### config.mk
export PLATFORM = sky130hd
export DESIGN_NAME = dense_layer_argmax_fsm_flat
export DESIGN_NICKNAME = d
export VERILOG_FILES = /design/src/rtl/dense_layer_argmax_fsm_if.sv /design/src/rtl/dense_layer_argmax_fsm.sv /design/src/flat_wrapper.sv
export SDC_FILE = /design/constraint.sdc
export NUM_CORES = 1
export LEC_CHECK = 0
export CORE_UTILIZATION = 55
export CTS_CLUSTER_SIZE = 10
export DETAILED_ROUTE_END_ITERATION = 12
export PLACE_DENSITY = 0.81
export RECOVER_POWER = 25
export SETUP_SLACK_MARGIN = 0.1
export SLEW_MARGIN = 0
export SYNTH_ARGS = -nofsm -noshare
export SYNTH_HDL_FRONTEND = slang
export SYNTH_SLANG_ARGS = --single-unit
### constraint.sdc
create_clock -name clk -period 15 [get_ports clk]
set_input_delay 2.25 -clock clk [delete_from_list [all_inputs] [get_ports clk]]
set_output_delay 2.25 -clock clk [all_outputs]
set_load 0.01 [all_outputs]
### src/rtl/dense_layer_argmax_fsm_if.sv
// Start/busy handshake, parameter-memory port and result stream of dense_layer_argmax_fsm.
interface dense_layer_argmax_fsm_if #(
  parameter int N_IN       = 16,
  parameter int IN_W       = 26,
  parameter int W_W        = 8,
  parameter int ACC_W      = 46,
  parameter int ADDR_WIDTH = 14,
  parameter int CLS_W      = 4
);
  logic                   start;
  logic                   busy;
  logic [N_IN*IN_W-1:0]   in_data;
  logic [ADDR_WIDTH-1:0]  mem_addr;
  logic [W_W-1:0]         mem_data;
  logic                   out_valid;
  logic [CLS_W-1:0]       out_idx;
  logic [ACC_W-1:0]       out_data;
  logic [CLS_W-1:0]       final_class;
  logic                   done;

  modport master (
    output start, in_data, mem_data,
    input  busy, mem_addr, out_valid, out_idx, out_data, final_class, done
  );
  modport slave (
    input  start, in_data, mem_data,
    output busy, mem_addr, out_valid, out_idx, out_data, final_class, done
  );
endinterface

### src/rtl/dense_layer_argmax_fsm.sv
// Fully-connected layer with ReLU result stream and argmax class output.
// Optional ACC_SAT_EN: saturating accumulation instead of modulo-2^ACC_W wrap.
module dense_layer_argmax_fsm #(
  parameter int N_IN         = 16,
  parameter int N_OUT        = 10,
  parameter int IN_W         = 26,
  parameter int W_W          = 8,
  parameter int WEIGHT_SHIFT = 7,
  parameter int BIAS_SHIFT   = 20,
  parameter int ACC_W        = 46,
  parameter int ADDR_WIDTH   = 14,
  parameter int BIAS_BASE    = 13344,
  parameter int WEIGHT_BASE  = 13354,
  parameter int MEM_LAT      = 2,
  parameter int CLS_W        = $clog2(N_OUT)
) (
  input  logic clk,
  input  logic rst,
  dense_layer_argmax_fsm_if.slave io
);
  localparam int FW   = $clog2(N_IN + 1);
  localparam int WC_W = (MEM_LAT > 0) ? $clog2(MEM_LAT + 1) : 1;
  localparam int WSW  = W_W + WEIGHT_SHIFT;
  localparam int PW   = IN_W + WSW;

  typedef enum logic [2:0] {S_IDLE, S_ADDR, S_WAIT, S_MAC, S_EMIT, S_FINISH} state_t;

  state_t                      state_q;
  logic [CLS_W-1:0]            n_q, max_idx_q, out_idx_q, final_class_q;
  logic [FW-1:0]               f_q;
  logic [WC_W-1:0]             wait_q;
  logic [N_IN-1:0][IN_W-1:0]   in_q;
  logic signed [ACC_W-1:0]     acc_q;
  logic [ACC_W-1:0]            max_q, out_data_q;
  logic [ADDR_WIDTH-1:0]       mem_addr_q;
  logic                        busy_q, done_q, out_valid_q;

  logic signed [IN_W-1:0]      in_sel;
  logic signed [WSW-1:0]       w_sh;
  logic signed [PW-1:0]        prod;
  logic signed [ACC_W-1:0]     bias_ext, acc_d;
  logic [ACC_W-1:0]            relu;
  logic [ADDR_WIDTH-1:0]       addr_d;

  always_comb begin
    in_sel = '0;
    for (int j = 0; j < N_IN; j++)
      if (int'(f_q) == j + 1) in_sel = in_q[j];
  end

  assign w_sh     = WSW'($signed(io.mem_data)) <<< WEIGHT_SHIFT;
  assign prod     = PW'(in_sel) * PW'(w_sh);
  assign bias_ext = ACC_W'($signed(io.mem_data)) <<< BIAS_SHIFT;
  assign relu     = acc_q[ACC_W-1] ? '0 : acc_q;
  assign addr_d   = (f_q == '0) ? ADDR_WIDTH'(BIAS_BASE + int'(n_q))
                                : ADDR_WIDTH'(WEIGHT_BASE + int'(n_q) * N_IN + int'(f_q) - 1);

`ifdef ACC_SAT_EN
  // One guard bit above the wider of accumulator and product, so the clamp decision is exact.
  localparam int SW = ((ACC_W > PW) ? ACC_W : PW) + 1;
  logic signed [SW-1:0] sum;
  always_comb begin
    sum = SW'(acc_q) + SW'(prod);
    if (sum[SW-1:ACC_W-1] == '0 || sum[SW-1:ACC_W-1] == '1)
      acc_d = sum[ACC_W-1:0];
    else if (sum[SW-1])
      acc_d = {1'b1, {(ACC_W-1){1'b0}}};
    else
      acc_d = {1'b0, {(ACC_W-1){1'b1}}};
  end
`else
  always_comb begin
    acc_d = acc_q + ACC_W'(prod);
  end
`endif

  always_ff @(posedge clk) begin
    if (rst) begin
      state_q       <= S_IDLE;
      n_q           <= '0;
      f_q           <= '0;
      wait_q        <= '0;
      acc_q         <= '0;
      max_q         <= '0;
      max_idx_q     <= '0;
      busy_q        <= 1'b0;
      done_q        <= 1'b0;
      out_valid_q   <= 1'b0;
      out_idx_q     <= '0;
      out_data_q    <= '0;
      final_class_q <= '0;
      mem_addr_q    <= '0;
    end else begin
      done_q      <= 1'b0;
      out_valid_q <= 1'b0;
      case (state_q)
        S_IDLE: if (io.start) begin
          in_q      <= io.in_data;
          n_q       <= '0;
          f_q       <= '0;
          max_q     <= '0;
          max_idx_q <= '0;
          busy_q    <= 1'b1;
          state_q   <= S_ADDR;
        end
        S_ADDR: begin
          mem_addr_q <= addr_d;
          wait_q     <= '0;
          state_q    <= (MEM_LAT == 0) ? S_MAC : S_WAIT;
        end
        S_WAIT: begin
          if (wait_q == WC_W'(MEM_LAT - 1)) state_q <= S_MAC;
          else wait_q <= wait_q + WC_W'(1);
        end
        S_MAC: begin
          acc_q <= (f_q == '0) ? bias_ext : acc_d;
          if (int'(f_q) == N_IN) state_q <= S_EMIT;
          else begin
            f_q     <= f_q + FW'(1);
            state_q <= S_ADDR;
          end
        end
        S_EMIT: begin
          out_valid_q <= 1'b1;
          out_idx_q   <= n_q;
          out_data_q  <= relu;
          // strict compare keeps the lowest index on ties
          if (relu > max_q) begin
            max_q     <= relu;
            max_idx_q <= n_q;
          end
          f_q <= '0;
          if (int'(n_q) == N_OUT - 1) state_q <= S_FINISH;
          else begin
            n_q     <= n_q + CLS_W'(1);
            state_q <= S_ADDR;
          end
        end
        S_FINISH: begin
          final_class_q <= max_idx_q;
          done_q        <= 1'b1;
          busy_q        <= 1'b0;
          state_q       <= S_IDLE;
        end
        default: state_q <= S_IDLE;
      endcase
    end
  end

  assign io.busy        = busy_q;
  assign io.done        = done_q;
  assign io.mem_addr    = mem_addr_q;
  assign io.out_valid   = out_valid_q;
  assign io.out_idx     = out_idx_q;
  assign io.out_data    = out_data_q;
  assign io.final_class = final_class_q;
endmodule

### src/flat_wrapper.sv
// flat-port wrapper written by rule: the top's interface ports become plain ports
module dense_layer_argmax_fsm_flat 
#(
  parameter int N_IN         = 16,
  parameter int N_OUT        = 10,
  parameter int IN_W         = 26,
  parameter int W_W          = 8,
  parameter int WEIGHT_SHIFT = 7,
  parameter int BIAS_SHIFT   = 20,
  parameter int ACC_W        = 46,
  parameter int ADDR_WIDTH   = 14,
  parameter int BIAS_BASE    = 13344,
  parameter int WEIGHT_BASE  = 13354,
  parameter int MEM_LAT      = 2,
  parameter int CLS_W        = $clog2(N_OUT)
)
  (clk, rst, io_start, io_in_data, io_mem_data, io_busy, io_mem_addr, io_out_valid, io_out_idx, io_out_data, io_final_class, io_done);
  dense_layer_argmax_fsm_if #(.N_IN(N_IN), .IN_W(IN_W), .W_W(W_W), .ACC_W(ACC_W), .ADDR_WIDTH(ADDR_WIDTH), .CLS_W(CLS_W)) io_i ();
  input  logic clk;
  input  logic rst;
  input wire logic [$bits(io_i.start)-1:0] io_start;
  input wire logic [$bits(io_i.in_data)-1:0] io_in_data;
  input wire logic [$bits(io_i.mem_data)-1:0] io_mem_data;
  output wire logic [$bits(io_i.busy)-1:0] io_busy;
  output wire logic [$bits(io_i.mem_addr)-1:0] io_mem_addr;
  output wire logic [$bits(io_i.out_valid)-1:0] io_out_valid;
  output wire logic [$bits(io_i.out_idx)-1:0] io_out_idx;
  output wire logic [$bits(io_i.out_data)-1:0] io_out_data;
  output wire logic [$bits(io_i.final_class)-1:0] io_final_class;
  output wire logic [$bits(io_i.done)-1:0] io_done;
  assign io_i.start = io_start;
  assign io_i.in_data = io_in_data;
  assign io_i.mem_data = io_mem_data;
  assign io_busy = io_i.busy;
  assign io_mem_addr = io_i.mem_addr;
  assign io_out_valid = io_i.out_valid;
  assign io_out_idx = io_i.out_idx;
  assign io_out_data = io_i.out_data;
  assign io_final_class = io_i.final_class;
  assign io_done = io_i.done;
  dense_layer_argmax_fsm #(.N_IN(N_IN), .N_OUT(N_OUT), .IN_W(IN_W), .W_W(W_W), .WEIGHT_SHIFT(WEIGHT_SHIFT), .BIAS_SHIFT(BIAS_SHIFT), .ACC_W(ACC_W), .ADDR_WIDTH(ADDR_WIDTH), .BIAS_BASE(BIAS_BASE), .WEIGHT_BASE(WEIGHT_BASE), .MEM_LAT(MEM_LAT), .CLS_W(CLS_W)) u_core (.clk(clk), .rst(rst), .io(io_i));
endmodule
=== Yosys cells after proc, flatten, opt, wreduce, memory -nomap -nowiden ===
Cells that the tools add are included.

* Register bits after elaboration: 597
* Latch bits: 0
* Memory bits (writable): 0
* Memory bits (read-only): 0
* Input bits: 427
* Output and inout port bits: 71
* Word-level logic and storage cells: 124
* Memories: 0

* $add $sub $neg: 8
* Multiply operators: 1
* Divide/modulo/power cells: 0
* $lt $le $gt $ge: 1
* Eq/ne operators: 29
* Shift operators: 0
* Multiplexer cells: 41
* Bitwise operators: 1
* Reduce and logical (&&, ||, !) cells: 13

{| class="wikitable"
|+ Operators with widths
! cell !! count
|-
| $mux 26 || 16
|-
| $mux 46 || 3
|-
| $pmux 46 s2 || 1
|-
| $add 46x41->46 || 1
|-
| $gt 46x46->1 || 1
|-
| $eq 5x5->1 const B || 9
|-
| $mux 45 || 1
|-
| $mul 26x8->34 || 1
|-
| $eq 5x4->1 const B || 4
|-
| $pmux 4 s2 || 2
|-
| $pmux 3 s5 || 1
|-
| $pmux 5 s3 || 1
|-
| $add 14x4->14 const A || 1
|-
| $add 14x6->14 || 1
|-
| $add 14x8->14 const A || 1
|-
| $mux 14 || 1
|-
| $sub 14x2->14 const B || 1
|-
| $mux 3 || 4
|-
| $mux 4 || 3
|-
| $reduce_and 3->1 || 4
|-
| $eq 5x3->1 const B || 2
|-
| $mux 5 || 2
|-
| $ne 2x2->1 const B || 4
|-
| $eq 3x2->1 const B || 2
|-
| other kinds (19) || 27
|}

=== Longest topological paths before layout ===
Gate-level depths: netlist (run 1).

* Word-level depth: 20
* Mapped depth: 47
* Gate-level depth less buffers: 44

=== Worst setup path before layout (run 1) ===
No wires, ideal clock.

* Path type: in2reg
* Start point: input rst
* End point: register u_core.in_q[0] in the netlist's numbering, enable pin
* Setup time: 0.838 ns
* Arrival time: 11.988 ns
* Slack: 2.174 ns
* Stages on the path: 3
* Path through: clkbuf_1 > nor2_1 > and3_1

* Cells in the longest elaborated chain, start to end: 2

{| class="wikitable"
|+ RTL lines
! item !! RTL line !! source
|-
| start, declared || flat_wrapper.sv:20 || <nowiki>input logic rst;</nowiki>
|-
| $not 1->1 (no source line) || -- ||
|-
| $reduce_and 3->1 (no source line) || -- ||
|-
| end signal, assigned || dense_layer_argmax_fsm.sv:98 || <nowiki>in_q <= io.in_data;</nowiki>
|-
| end, declared || dense_layer_argmax_fsm.sv:32 || <nowiki>logic [N_IN-1:0][IN_W-1:0] in_q;</nowiki>
|}

Every way passes these cells.
A chain may end at the register's enable or synchronous reset.

=== Worst setup path in the final report (run 1) ===
* Start point: register u_core.f_q[3]
* End point: register u_core.acc_q[42]

* Cells in the longest elaborated chain, start to end: 20
* Elaborated cells between the ends (all ways): 36

{| class="wikitable"
|+ RTL lines
! item !! RTL line !! source
|-
| start, declared || dense_layer_argmax_fsm.sv:30 || <nowiki>logic [FW-1:0] f_q;</nowiki>
|-
| start signal, assigned || dense_layer_argmax_fsm.sv:119 || <nowiki>f_q <= f_q + FW'(1);</nowiki>
|-
| $eq 5x2->1 || dense_layer_argmax_fsm.sv:48 || <nowiki>if (int'(f_q) == j + 1) in_sel = in_q[j];</nowiki>
|-
| $mux 26 (16 in a row) || dense_layer_argmax_fsm.sv:48 ||
|-
| $mul 26x8->34 || dense_layer_argmax_fsm.sv:52 || <nowiki>assign prod = PW'(in_sel) * PW'(w_sh);</nowiki>
|-
| $add 46x41->46 || dense_layer_argmax_fsm.sv:73 || <nowiki>acc_d = acc_q + ACC_W'(prod);</nowiki>
|-
| $mux 46 (*) || dense_layer_argmax_fsm.sv:116 || <nowiki>acc_q <= (f_q == '0) ? bias_ext : acc_d;</nowiki>
|-
| end signal, assigned || dense_layer_argmax_fsm.sv:116 ||
|-
| end, declared || dense_layer_argmax_fsm.sv:33 || <nowiki>logic signed [ACC_W-1:0] acc_q;</nowiki>
|}

Mark *: on every way between the ends. The rest lies on a longest branch, timed or not.

==> results of run 1 <==
[layout make-up]
| class | count | share of cell area [%] |
|---|---|---|
| Clock inverter | 11 | 0.496 |
| Antenna cell | 46 | 0.289 |
| Inverter | 289 | 2.72 |
| Sequential cell | 572 | 39.2 |
| Tap cell | 765 | 2.40 |
| Clock buffer | 87 | 4.53 |
| Timing Repair Buffer | 530 | 13.1 |
| Multi-Input combinational cell | 1947 | 37.3 |
[where the power goes]
group / switching (mW) / leakage, nW / internal (mW)
Combinational: 0.349 / 9.31 / 0.261
Sequential: 0.0423 / 5.11 / 1.80
Clock: 0.668 / 0.968 / 0.858
[stage by stage]
step	power, mW	area [sq um]	hold WS [ns]	setup slack (ns)	cells
after floorplan	2.27	32200	0.446	2.17	2973
after global placement	2.46	37700	0.445	3.90	4103
after detailed placement	2.48	37700	0.448	3.68	4103
after CTS	3.99	39800	0.456	3.60	4201
after global routing	4.11	39900	0.480	2.61	4243
final	3.98	39900	0.452	3.47	4247
[placed cells by master (no fill, tap or decap), types with 34 or more instances in the layout]
master,netlist,routed
nor2b_1,85,84
diode_2,0,46
clkdlybuf4s50_1,0,229
a22oi_1,53,53
o22ai_1,34,34
a21oi_1,202,202
a21o_1,53,53
o211ai_1,54,54
dfxtp_1,156,156
nand3_1,74,74
inv_1,289,289
o31ai_1,44,44
a221oi_1,37,37
dlygate4sd3_1,0,264
nand2_1,250,248
and2_1,130,131
o21ai_0,108,107
nor2_1,145,145
clkbuf_16,0,69
edfxtp_1,416,416
ha_1,157,156
xnor2_1,51,51
buf_4,11,37
fa_1,164,164
[worst reg2reg max path: cells and delay by family (launching register included)]
kind	cells	cell delay, ns
AOI/OAI and AO/OA	23	5.30
xor gates and xnor gates	1	0.15
adders and majority gates	6	2.77
buffers and inverters	3	0.15
DFF	1	0.81
and+or+nand+nor	5	2.13
[metal layers]
metal  GRT usage (%)  vias up  wire (microns)
met4            17.2       14            5220
met3            6.05      281            8620
li1                -    11500               -
met5               0        -              84
met1            41.0    12600           37100
met2            56.7     1558           50300
[worst paths after layout]
check                              start  depth (start not counted)                      to  slack (ns)
setup / recovery           u_core.f_q[3]                         38        u_core.acc_q[42]        3.47
hold / removal    u_core.io.out_data[40]                          2  u_core.io.out_data[40]        0.45
setup reg to reg           u_core.f_q[3]                         38        u_core.acc_q[42]        3.47
hold reg to reg   u_core.io.out_data[40]                          2  u_core.io.out_data[40]        0.45
[cells by family after synthesis]
family                     share of synthesized area, %
xor gates and xnor gates                           1.77
and+or+nand+nor                                    12.4
AOI/OAI and AO/OA                                  15.5
buffers and inverters                              5.44
other                                            0.0233
adders and majority gates                          16.3
DFF                                                48.5
muxes                                            0.0311
[registers in the layout, summed over array words and instances (netlist names)]
register	flops
u_core.io.out_data	39
u_core.n_q	4
u_core.f_q	5
u_core.wait_q	2
u_core.io.out_valid	1
u_core.io.out_idx	4
u_core.max_idx_q	4
u_core.io.busy	1
u_core.io.mem_addr	10
u_core.io.done	1
u_core.in_q	416
u_core.io.final_class	4
u_core.acc_q	39
u_core.max_q	39
u_core.state_q	3
==> reports/results.txt, run 1 <==
outcome: completed
ranking of synthesized cells by area: edfxtp_1, fa_1, dfxtp_1
crit-path max cell delay: 0.81 ns
gr usage total: 33.5%
EDFF count, synth: 416
Post-DRT Antenna Nets: 0
Synth top cells by count: edfxtp_1, inv_1, nand2_1
clk_skew: 0.0519 ns
final worst path period need: 11.53 ns
endpoints failing setup: 0
clock slew at the register clock pins of the worst setup and hold paths: 0.06 ns
most used cell, CP: a21o_1
WL/cell: 23.9 microns
vias after detailed routing: 25,900
Initial DRT Pass Iterations: 8
Register Area: 15,600 sq um
RSZ-0062 raised after global routing: false
number of global-route vias before repair: 25,600
P&R area growth vs syn: 23.9%
Site Rows: 88
Hold WC Path Type: reg -> reg
max-slew violations: 0
register bit count reported by yosys: 572
top-count cell post-synth: edfxtp_1
Post-CTS Setup Bufs: 0
die area: 59,500 sq um
chip height: 244 microns
Max Fanout on Critical Path: 53
post-CTS resize count: 0
fmax: 0.0867 GHz
Rel. slew slack: 17.0%
drc violations: 0
drt total wl: 101,000 microns
Filler Cell Count: 4,143
Num CTS Buffers: 69
Setup TNS Final: 0 ns
largest net degree at the start of global routing: 92
share of layout cells above drive strength 1: 4.28%
Synth async-reset ratio: 0%
Synth Warn #: 0
cell area after synthesis: 32,200 sq um
mean post-synth cell area: 10.8 sq um
Ports: 498
Starting Density: 55.7%
top cell type's share of synthesized area: 38.8%
final hold vios: 0
Leak: 15.4 nW
clock root cell: clkbuf_16
number of port buffers: 494
final core occ: 69.1%
register area share after synthesis: 48.5%
HPWL Detailed: 74,900 microns
crit share post-route: 76.9%
Post-Syn Instances: 2,970
GRT overflow: 0
CP startpoint kind: flip-flop
Critical Path End Type: flip-flop
worst skew pair latency: 0.64 ns
H-tree levels: 3
multi-input logic area: 14,900 sq um
Avg Vias per Cell: 6.10
CP bufs+invs: 3
CTS tree: yes
main flop type after synthesis: edfxtp_1
clk sink count: 572
cell taking the most area after synthesis: edfxtp_1
initial antenna violation count: 57
worst path required time: 15.44 ns
Placer Congestion: 0.956
maximum vdd drop: 0.0972 mV
Detailed Route Iter0 Violations: 2,473
nets@finish: 4,157
CP top delay family: compound AO/OA/AOI/OAI gates
WS Path Type: reg -> reg
P per Cell Area: 99.8 nW/um^2
maxcap violations: 0
die width: 244 microns
first-pass GRT wire length: 151,000 microns
synth unique cells: 70
core area: 57,700 sq um
Worst Max-Slew Pin Slew: 1.24 ns
CP arrival: 11.97 ns
clock buffer depth: 3
quantity of hold-fixing buffers added after cts: 0
slowest stage cell, crit path: dfxtp_1
No activity file was read; power rests on OpenSTA's default activity.
==> run 2: changes to the inputs <==
Settings changed: CORE_UTILIZATION 55 to 50, PLACE_DENSITY 0.81 to 0.78.
Clock period 15 ns to 9.3 ns, I/O delays scaled along.
==> run 2 against run 1 <==
Against the previous run: clock power grew 61%; die area up 9.9%; hold slack worse by 0.0020 ns; critical path depth grew 6; first-iteration DRC count increased by 6.3%; utilization is 0.58 points lower; sequential share of layout area fell by 3.1 points; power is 66% higher; global-route usage down 3.8 points; routed wire length down 0.12%; flip-flop and latch count unchanged; clock-buffer cell count shrank 2; largest cell class is now multi-input combinational cells.
==> reports/results.txt, run 2 (synthesis gave the netlist of run 1 again) <==
worst hold slack: 0.450 ns (-0.00201 ns)
Site Rows: 92 (+4.5%)
maximum vdd drop: 0.167 mV (+72%)
drc violations: 0 (unchanged)
Largest register FFs: 416 (unchanged)
Top reg by flops: u_core.in_q
Post-DRT Antenna Nets: 0 (unchanged)
r2r setup slk: 0.19 ns (-3.29 ns)
drt total wl: 101,000 microns (-0.12%)
die area: 65,300 sq um (+9.9%)
P per Cell Area: 152 nW/um^2 (+52%)
crit share post-route: 98.0% (+21 points)
WL/cell: 22.0 microns (-8.0%)
Worst Hold End: u_core.io.out_data[18]
number of port buffers: 494 (unchanged)
gr usage total: 29.7% (-3.8 points)
commonest non-fill, non-tap cell in the layout: edfxtp_1
Initial DRT Pass Iterations: 6 (-2)
chip height: 256 microns (+4.8%)
Worst Max-Slew Pin Slew: 1.16 ns (-0.0782 ns)
WS Path Type: reg -> reg
reg2reg start: u_core.f_q[0]
Critical Path End Type: flip-flop
first-pass GRT wire length: 149,000 microns (-1.7%)
most frequent cells in the layout: edfxtp_1, inv_1, buf_4
Worst R2R Path Depth: 44 (+16%)
number of global-route vias before repair: 25,800 (+0.86%)
worst path required time: 9.83 ns (-5.61 ns)
CTS tree: yes
quantity of hold-fixing buffers added after cts: 0 (unchanged)
max-slew violations: 0 (unchanged)
GRT overflow: 0 (unchanged)
H-tree levels: 3 (unchanged)
clock root cell: clkbuf_16
final hold vios: 0 (unchanged)
final worst path period need: 9.11 ns (-2.41 ns)
Starting Density: 50.8% (-4.9 points)
core area: 63,300 sq um (+9.7%)
die width: 256 microns (+4.8%)
slowest stage cell, crit path: fa_1
Setup TNS Final: 0 ns (unchanged)
clk_skew: 0.0587 ns (+0.00681 ns)
Max Fanout on Critical Path: 6 (-89%)
nets@finish: 4,437 (+6.7%)
clock buffer depth: 3 (unchanged)
HPWL Detailed: 75,600 microns (+0.82%)
endpoints failing setup: 0 (unchanged)
worst hold start: u_core.io.out_data[18]
total power: 6.60 mW (+66%)
final core occ: 68.5% (-0.58 points)
vias after detailed routing: 26,500 (+2.1%)
Placer Congestion: 0.951 (-0.49%)
clk sink count: 572 (unchanged)
CP startpoint kind: flip-flop
P&R area growth vs syn: 34.9%
Leak: 17.1 nW (+11%)
reg-to-reg endpoint: u_core.acc_q[45]
RSZ-0062 raised after global routing: true
share of layout cells above drive strength 1: 15.5% (+11 points)
crit-path max cell delay: 0.57 ns (-0.24 ns)
Detailed Route Iter0 Violations: 2,629 (+6.3%)
maxcap violations: 0 (unchanged)
Avg Vias per Cell: 5.74 (-6.0%)
Ports: 498 (unchanged)
clock slew at the register clock pins of the worst setup and hold paths: 0.06 ns (about the same)
CP arrival: 9.65 ns (-2.32 ns)
Hold Path Cell Cnt: 2 (unchanged)
fmax: 0.110 GHz (+26%)
largest net degree at the start of global routing: 197 (+110%)
outcome: completed
initial antenna violation count: 52 (-8.8%)
Rel. slew slack: 22.7% (+5.7 points)
Num CTS Buffers: 69 (unchanged)
Hold WC Path Type: reg -> reg
worst skew pair latency: 0.65 ns (about the same)
run 2: changes by cell type in the layout (fill, tap and decap cells not counted), moves of 9 or more:
cell,delta
a21oi_1,-28
a21oi_2,+27
a221oi_1,-10
a221oi_2,+9
buf_12,+23
buf_4,+240
buf_6,+13
ha_1,-16
ha_4,+15
o21ai_0,-29
o21ai_1,+23
run 2: metrics by stage:
step	setup slack, ns	std cells	instance area, sq um
after floorplan	0.101	2973	32200
after global placement	-0.118	4425	39900
after detailed placement	-0.314	4425	39900
after CTS	0.106	4531	42300
after global routing	-0.287	4601	43400
final	0.186	4610	43400
run 2: how the worst max path moves through the flow:
stage | start | endpoint | cells after the start
2_1_floorplan | u_core.f_q[0] | u_core.acc_q[42] | 43
3_3_place_gp | u_core.f_q[0] | u_core.acc_q[42] | 46
3_5_place_dp | u_core.f_q[0] | u_core.acc_q[42] | 42
4_1_cts | u_core.f_q[0] | u_core.acc_q[45] | 45
5_1_grt | u_core.f_q[0] | u_core.acc_q[45] | 41
6_report | u_core.f_q[0] | u_core.acc_q[45] | 44
run 2: per-layer routing:
layer	wire length (microns)	vias up	share of wire (%)	track usage (%)
li1	-	12000	-	-
met1	39200	12800	39	37.0
met3	7780	283	7.7	5.15
met2	48400	1354	48	48.5
met4	5840	2	5.8	17.6
met5	11	-	0.011	0
run 2: report_power, final:
group / switching, mW / internal [mW]
logic: 0.614 / 0.546
clock network: 1.06 / 1.40
registers: 0.0720 / 2.90
total: 1.75 / 4.85
run 2: layout make-up:
cell class / count / area (sq um)
fillers: 4560 / 19900
diodes: 51 / 128
flip-flops and latches: 572 / 15600
repair buffers: 810 / 7700
clock buffers: 85 / 1830
well taps: 846 / 1060
inverters: 289 / 1090
multi-input cells: 1947 / 15700
clock inverters: 10 / 206
run 2: repair_timing:
action                     in CTS  in global routing
resized for setup              60                155
setup endpoints to repair       8                 19
buffers inserted               10                 25
cloned                          1                  3
pin swaps                      34                122
run 2: critical path: cells and delay by family (launching register included):
kind | cells | cell delay (ns)
AO/OA/AOI/OAI | 19 | 3.91
adder cells (fa/ha/maj) | 7 | 2.81
buffers and inverters | 10 | 1.19
AND/OR/NAND/NOR | 7 | 0.60
flip-flops | 1 | 0.36
XOR/XNOR | 1 | 0.15
